--- config.mk ---
export PLATFORM = sky130hd
export DESIGN_NAME = key_voice_regs
export DESIGN_NICKNAME = d
export VERILOG_FILES = /design/src/rtl/key_voice_regs.sv
export SDC_FILE = /design/constraint.sdc
export NUM_CORES = 2
export LEC_CHECK = 0
export BUFFER_PORTS_ARGS = -buffer_cell sky130_fd_sc_hd__buf_2
export CORE_AREA = 5 5 349 351
export DETAILED_ROUTE_END_ITERATION = 16
export DIE_AREA = 0 0 354 356
export SYNTH_ARGS = -nofsm -noshare
export SYNTH_HDL_FRONTEND = slang
export SYNTH_SLANG_ARGS = --single-unit
--- constraint.sdc ---
create_clock -name CLK -period 7.25 [get_ports CLK]
set_input_delay 0.3625 -clock CLK [delete_from_list [all_inputs] [get_ports CLK]]
set_output_delay 0.3625 -clock CLK [all_outputs]
set_load 0.02 [all_outputs]
--- src/rtl/key_voice_regs.sv ---
// Key/voice register file on an Avalon-MM slave.
// Global registers are written straight through to the live outputs. Voice fields go to a shadow
// bank, which is copied to the live bank on the first sample tick after a COMMIT.
module key_voice_regs #(
  parameter int unsigned NUM_VOICES = 8,
  parameter int unsigned ADDR_W     = 7
) (
  input  logic                     CLK,
  input  logic                     RESET,
  input  logic [ADDR_W-1:0]        AVL_ADDR,
  input  logic [3:0]               AVL_BYTE_EN,
  input  logic                     AVL_READ,
  input  logic                     AVL_WRITE,
  input  logic                     AVL_CS,
  input  logic [31:0]              AVL_WRITEDATA,
  output logic [31:0]              AVL_READDATA,
  output logic                     AVL_READDATAVALID,
  input  logic                     SAMPLE_TICK,
  output logic [16*32-1:0]         GLOBAL_REG,
  output logic [NUM_VOICES-1:0]    KEY,
  output logic [7*NUM_VOICES-1:0]  FREQ,
  output logic [16*NUM_VOICES-1:0] AMP0,
  output logic [16*NUM_VOICES-1:0] AMP1,
  output logic                     APPLY_PULSE
);

  localparam int unsigned VselW = ADDR_W - 2;

  logic [15:0][31:0]            glob_q, glob_d;
  logic [NUM_VOICES-1:0]        sh_key_q, sh_key_d, lv_key_q, lv_key_d;
  logic [NUM_VOICES-1:0][6:0]   sh_freq_q, sh_freq_d, lv_freq_q, lv_freq_d;
  logic [NUM_VOICES-1:0][15:0]  sh_amp0_q, sh_amp0_d, lv_amp0_q, lv_amp0_d;
  logic [NUM_VOICES-1:0][15:0]  sh_amp1_q, sh_amp1_d, lv_amp1_q, lv_amp1_d;
  logic                         pending_q, pending_d;
  logic [7:0]                   cnt_q, cnt_d;
  logic [31:0]                  rdata_q, rdata_d;
  logic                         rvalid_q, rvalid_d;
  logic                         apply_q, apply_d;

  logic             wr_en, rd_en, apply;
  logic             glob_hit, commit_hit, status_hit, voice_hit;
  logic [VselW-1:0] vsel;
  logic [1:0]       fsel;
  logic [31:0]      cur_word, wr_word;

  assign wr_en      = AVL_WRITE & AVL_CS;
  assign rd_en      = AVL_READ & AVL_CS;
  assign apply      = pending_q & SAMPLE_TICK;
  assign glob_hit   = AVL_ADDR < ADDR_W'(16);
  assign commit_hit = AVL_ADDR == ADDR_W'(16);
  assign status_hit = AVL_ADDR == ADDR_W'(17);
  // Voice region starts at word 32, i.e. quad 8; each voice owns one quad.
  assign vsel       = AVL_ADDR[ADDR_W-1:2] - VselW'(8);
  assign fsel       = AVL_ADDR[1:0];
  assign voice_hit  = (AVL_ADDR >= ADDR_W'(32)) && (vsel < VselW'(NUM_VOICES));

  // Current (pre-write) value of the addressed register, zero-extended.
  always_comb begin
    cur_word = '0;
    if (glob_hit) begin
      cur_word = glob_q[AVL_ADDR[3:0]];
    end else if (status_hit) begin
      cur_word = {16'h0, cnt_q, 7'h0, pending_q};
    end else if (voice_hit) begin
      for (int unsigned v = 0; v < NUM_VOICES; v++) begin
        if (vsel == VselW'(v)) begin
          case (fsel)
            2'd0:    cur_word = {31'h0, sh_key_q[v]};
            2'd1:    cur_word = {25'h0, sh_freq_q[v]};
            2'd2:    cur_word = {16'h0, sh_amp0_q[v]};
            default: cur_word = {16'h0, sh_amp1_q[v]};
          endcase
        end
      end
    end
  end

  // Byte-enable merge of write data over the current value.
  always_comb begin
    wr_word = cur_word;
    for (int b = 0; b < 4; b++) begin
      if (AVL_BYTE_EN[b]) wr_word[8*b +: 8] = AVL_WRITEDATA[8*b +: 8];
    end
  end

  // Next-state: apply copies the pre-write shadow; a write in the same cycle lands afterwards.
  always_comb begin
    glob_d    = glob_q;
    sh_key_d  = sh_key_q;
    sh_freq_d = sh_freq_q;
    sh_amp0_d = sh_amp0_q;
    sh_amp1_d = sh_amp1_q;
    lv_key_d  = lv_key_q;
    lv_freq_d = lv_freq_q;
    lv_amp0_d = lv_amp0_q;
    lv_amp1_d = lv_amp1_q;
    pending_d = pending_q;
    cnt_d     = cnt_q;
    apply_d   = apply;
    rvalid_d  = rd_en;
    rdata_d   = rd_en ? cur_word : rdata_q;

    if (apply) begin
      lv_key_d  = sh_key_q;
      lv_freq_d = sh_freq_q;
      lv_amp0_d = sh_amp0_q;
      lv_amp1_d = sh_amp1_q;
      pending_d = 1'b0;
      cnt_d     = cnt_q + 8'd1;
    end

    if (wr_en) begin
      if (glob_hit) glob_d[AVL_ADDR[3:0]] = wr_word;
      // Cancel wins over set within one COMMIT write.
      if (commit_hit && AVL_BYTE_EN[0]) begin
        if (AVL_WRITEDATA[1])      pending_d = 1'b0;
        else if (AVL_WRITEDATA[0]) pending_d = 1'b1;
      end
      if (voice_hit) begin
        for (int unsigned v = 0; v < NUM_VOICES; v++) begin
          if (vsel == VselW'(v)) begin
            case (fsel)
              2'd0:    sh_key_d[v]  = wr_word[0];
              2'd1:    sh_freq_d[v] = wr_word[6:0];
              2'd2:    sh_amp0_d[v] = wr_word[15:0];
              default: sh_amp1_d[v] = wr_word[15:0];
            endcase
          end
        end
      end
    end
  end

  // State registers with synchronous active-high reset.
  always_ff @(posedge CLK) begin
    if (RESET) begin
      glob_q    <= '0;
      sh_key_q  <= '0;
      sh_freq_q <= '0;
      sh_amp0_q <= '0;
      sh_amp1_q <= '0;
      lv_key_q  <= '0;
      lv_freq_q <= '0;
      lv_amp0_q <= '0;
      lv_amp1_q <= '0;
      pending_q <= 1'b0;
      cnt_q     <= '0;
      rdata_q   <= '0;
      rvalid_q  <= 1'b0;
      apply_q   <= 1'b0;
    end else begin
      glob_q    <= glob_d;
      sh_key_q  <= sh_key_d;
      sh_freq_q <= sh_freq_d;
      sh_amp0_q <= sh_amp0_d;
      sh_amp1_q <= sh_amp1_d;
      lv_key_q  <= lv_key_d;
      lv_freq_q <= lv_freq_d;
      lv_amp0_q <= lv_amp0_d;
      lv_amp1_q <= lv_amp1_d;
      pending_q <= pending_d;
      cnt_q     <= cnt_d;
      rdata_q   <= rdata_d;
      rvalid_q  <= rvalid_d;
      apply_q   <= apply_d;
    end
  end

  assign AVL_READDATA      = rdata_q;
  assign AVL_READDATAVALID = rvalid_q;
  assign APPLY_PULSE       = apply_q;
  assign GLOBAL_REG        = glob_q;
  assign KEY               = lv_key_q;
  assign FREQ              = lv_freq_q;
  assign AMP0              = lv_amp0_q;
  assign AMP1              = lv_amp1_q;

endmodule

==> results.md <==
### Status
- complete, no violations — result of the run

### Finish
- 58550 sq um — Non-Filler Cell Area, Final
- 26.05% — layout cells sized above 1
- 22910 sq um — area of combinational cells with multiple inputs
- 49.33% — fin util
- 23920 sq um — area occupied by registers
- 5832 — Total Nets Final
- 18.91% — synthesis-to-finish area growth
- 11300 — layout filler cell count

### Worst setup path
- buf_2 -> inv_1 -> ha_1 -> nand3_1 -> nor2_1 -> o22a_1 -> a211oi_1 -> o221ai_2 -> buf_4 -> o21ai_0 — crit-path cells
- simple AND/OR/NAND/NOR gates — family with the most delay on the worst path
- 3 — CP bufs+invs
- input pin — kind of start point of the critical path
- 4740 ps — Critical Path AT
- in -> reg — type of the worst setup path
- flop — critical path endpoint category
- 7840 ps — required arrival time at the worst endpoint
- 1230 ps — Largest stage delay, worst path
- sky130_fd_sc_hd__nor2_1 — Critical Path Slowest Stage Cell
- 20 — maximum net fanout on the critical path

### Routing
- 6.002 — DR vias/cell
- 219600 um — post-detailed-routing wire length
- 5 — first-pass iteration count of the detailed router
- 5377 — Initial DRC Count
- 0 — DRC violations left
- 44690 — via count
- 0 — post-detailed-route count of antenna-violating nets
- 29.50 um — per-cell routed wire length

### Flow run
- 0 — total of max-cap violations

### STA
- 1295 ps — slew at the pin closest to its max-slew limit
- 3091 ps — final worst setup slack
- 0 ps — setup TNS after final layout
- 13.37% — worst slew margin relative to its limit
- 0 — Hold Vio Cnt, Final
- 57.36% — final critical-path share of the clock period
- 4159 ps — Tmin final
- 0.2405 GHz — achievable clock frequency
- 32.76 ps — largest clock skew in the final design
- 0 — number of slew-limit violations in the final report
- false — RSZ-0062 raised after global routing
- 0 — count of endpoints failing setup in the final report

### Yosys
- 79 — post-synthesis cell type count
- sky130_fd_sc_hd__dfxtp_1 — top_reg_cell synth
- 0% — async set-reset flop share out of synthesis
- 48.58% — Seq/Total Area, Yosys
- 49240 sq um — mapped cell area
- 0 — Synth warnings
- 9.483 sq um — Avg Synthesized Cell Area
- 0 — number of enable-type register cells in the synthesized netlist
- 5246 — syn_nets
- 1195 — total of flip-flops plus latches after synthesis
- 5193 — cells after synthesis

### Clocking
- 131 — clock buffers created by TritonCTS
- 60 ps — clock-pin slew reported for the worst setup and hold paths after clock tree synthesis
- 1195 — clock tree sinks
- 4 — deepest level of the CTS H-tree
- 0 — number of buffers inserted to repair setup after CTS
- built — clock tree from TritonCTS
- 3 — Max Root-Sink Buffers
- 760 ps — insertion delay to the later sink of the worst-skew pair
- sky130_fd_sc_hd__clkbuf_16 — Clk Tree Root Cell

### Place
- 54020 sq um — cell area after placement
- 914 — count of input and output buffers
- 159100 um — post-detailed-placement half-perimeter wirelength
- 0.9571 — final estimated routing congestion in global placement
- 2548 ps — pre-CTS setup slack

### Power
- 21.86 nW — Leak
- 14.24 mW — Final Power
- 243.2 nW/um^2 — power per unit of standard cell area
- 0.2219 mV — maximum vdd ir drop

### Floorplan
- 354 um — die width
- 127 — number of rows created at floorplan
- 356 um — chip height
- 126000 sq um — die area
- 118700 sq um — Placeable Area
- 915 — io pins
- 41.49% — effective utilization at floorplan

### Min path
- in -> reg — worst hold path type

### GRT
- 0 — residual overflow from global routing
- 40880 — via count of the first global-routing pass
- 308100 um — global-route wire length before repair
- 20 — number of antenna violations at the first check in global routing
- 33.16% — GRT Overall Usage
- 215 — pin count of the biggest net entering global routing

==> repair_timing <==
item / in CTS / in global routing
gates resized for setup: 0 / 0
hold buffers: 1 / 0
endpoints found under the setup margin: 0 / 0
endpoints found under the hold margin: 1 / 0
==> worst paths after layout <==
check                                  endpoint  slack [ps]  depth (start not counted)      startpoint
worst max-delay path            GLOBAL_REG[490]        3090                         10     AVL_ADDR[5]
worst min-delay path                APPLY_PULSE          20                          2           RESET
worst max register to register  GLOBAL_REG[490]        3680                          7  GLOBAL_REG[74]
worst min register to register         AMP1[19]         450                          2        AMP1[19]
==> power breakdown <==
part / internal [mW] / switching, mW
sequential: 6.58 / 0.0118
clock: 4.11 / 2.86
combinational: 0.151 / 0.534
total: 10.8 / 3.40
==> metrics by stage <==
stage | hold slack [ps] | cells
global route | 25.44 | 7441
CTS | 7.385 | 7432
global placement | 440.2 | 7193
floorplan | 440.2 | 5193
detailed placement | 443.5 | 7193
finish | 21.46 | 7445
==> worst reg2reg max path, stage by stage (launching register included) <==
cell and delay, ps:
sky130_fd_sc_hd__dfxtp_1 380, sky130_fd_sc_hd__mux4_2 530, sky130_fd_sc_hd__mux4_2 580, sky130_fd_sc_hd__and2_1 230, sky130_fd_sc_hd__a311o_1 330, sky130_fd_sc_hd__o221ai_2 800, sky130_fd_sc_hd__buf_4 400, sky130_fd_sc_hd__o21ai_0 160
==> state kept, by name, summed over array words and instances (netlist names) <==
name / count
KEY: 8
AVL_READDATA: 32
pending_q: 1
APPLY_PULSE: 1
cnt_q: 8
AMP0: 128
sh_amp1_q: 128
sh_freq_q: 56
FREQ: 56
AMP1: 128
sh_amp0_q: 128
sh_key_q: 8
AVL_READDATAVALID: 1
GLOBAL_REG: 512
==> per-layer routing <==
layer	share of wire (%)	global-route usage [%]	up-vias	routed length [um]
li1	-	-	20040	-
met3	11	10.95	389	24220
met5	0.0055	0	-	12
met2	44	50.02	2345	96420
met4	5.5	16.07	2	12070
met1	40	42.94	21910	86880
==> kinds of logic after synthesis <==
| kind of cell | after synthesis | synth area share [%] |
|---|---|---|
| XOR/XNOR | 7 | 0.1245 |
| multiplexers | 289 | 11.36 |
| AND/OR/NAND/NOR | 1763 | 14.80 |
| AO/OA/AOI/OAI | 1392 | 19.58 |
| flip-flops | 1195 | 48.58 |
| adder cells (fa/ha/maj) | 4 | 0.1016 |
| buffers and inverters | 543 | 5.453 |
==> placed cells by master (no fill, tap or decap), types with 19 or more instances in the layout <==
master / instances
sky130_fd_sc_hd__clkbuf_1: 28
sky130_fd_sc_hd__mux4_2: 167
sky130_fd_sc_hd__clkbuf_16: 137
sky130_fd_sc_hd__mux2_2: 60
sky130_fd_sc_hd__clkbuf_8: 34
sky130_fd_sc_hd__a211oi_1: 471
sky130_fd_sc_hd__dfxtp_1: 1195
sky130_fd_sc_hd__a211oi_2: 28
sky130_fd_sc_hd__and2_1: 20
sky130_fd_sc_hd__o21ai_0: 76
sky130_fd_sc_hd__nor3_1: 23
sky130_fd_sc_hd__nand3_1: 357
sky130_fd_sc_hd__a21oi_1: 374
sky130_fd_sc_hd__clkinv_2: 22
sky130_fd_sc_hd__buf_2: 910
sky130_fd_sc_hd__mux4_1: 19
sky130_fd_sc_hd__o31ai_1: 273
sky130_fd_sc_hd__nor2_1: 559
sky130_fd_sc_hd__a22oi_1: 44
sky130_fd_sc_hd__mux2i_1: 21
sky130_fd_sc_hd__nand2_1: 745
sky130_fd_sc_hd__buf_4: 68
==> synthesized netlist by cell type, types with 26 or more instances <==
cell | count | area share, %
sky130_fd_sc_hd__a22oi_1 | 44 | 0.67
sky130_fd_sc_hd__nand3_1 | 357 | 3.6
sky130_fd_sc_hd__dfxtp_1 | 1195 | 49
sky130_fd_sc_hd__a211oi_1 | 471 | 7.2
sky130_fd_sc_hd__o21ai_0 | 76 | 0.77
sky130_fd_sc_hd__mux4_2 | 167 | 7.6
sky130_fd_sc_hd__o31ai_1 | 273 | 4.2
sky130_fd_sc_hd__buf_2 | 58 | 0.59
sky130_fd_sc_hd__nor2_1 | 571 | 4.4
sky130_fd_sc_hd__buf_1 | 26 | 0.20
sky130_fd_sc_hd__buf_6 | 40 | 0.91
sky130_fd_sc_hd__a21oi_1 | 374 | 3.8
sky130_fd_sc_hd__mux2_2 | 60 | 1.4
sky130_fd_sc_hd__buf_4 | 32 | 0.49
sky130_fd_sc_hd__nand2_1 | 746 | 5.7
sky130_fd_sc_hd__clkbuf_1 | 365 | 2.8
sky130_fd_sc_hd__a211oi_2 | 30 | 0.76
==> area by class of cell <==
type                            count  share of cell area [%]
Timing Repair Buffer              987                   8.915
Clock inverter                     39                  0.8376
Multi-Input combinational cell   3455                   39.12
Antenna cell                       13                 0.05556
Clock buffer                      199                   6.834
Inverter                            9                 0.07265
Sequential cell                  1195                   40.86
Tap cell                         1548                   3.308
Note: power is estimated with default switching activity, not from simulation.
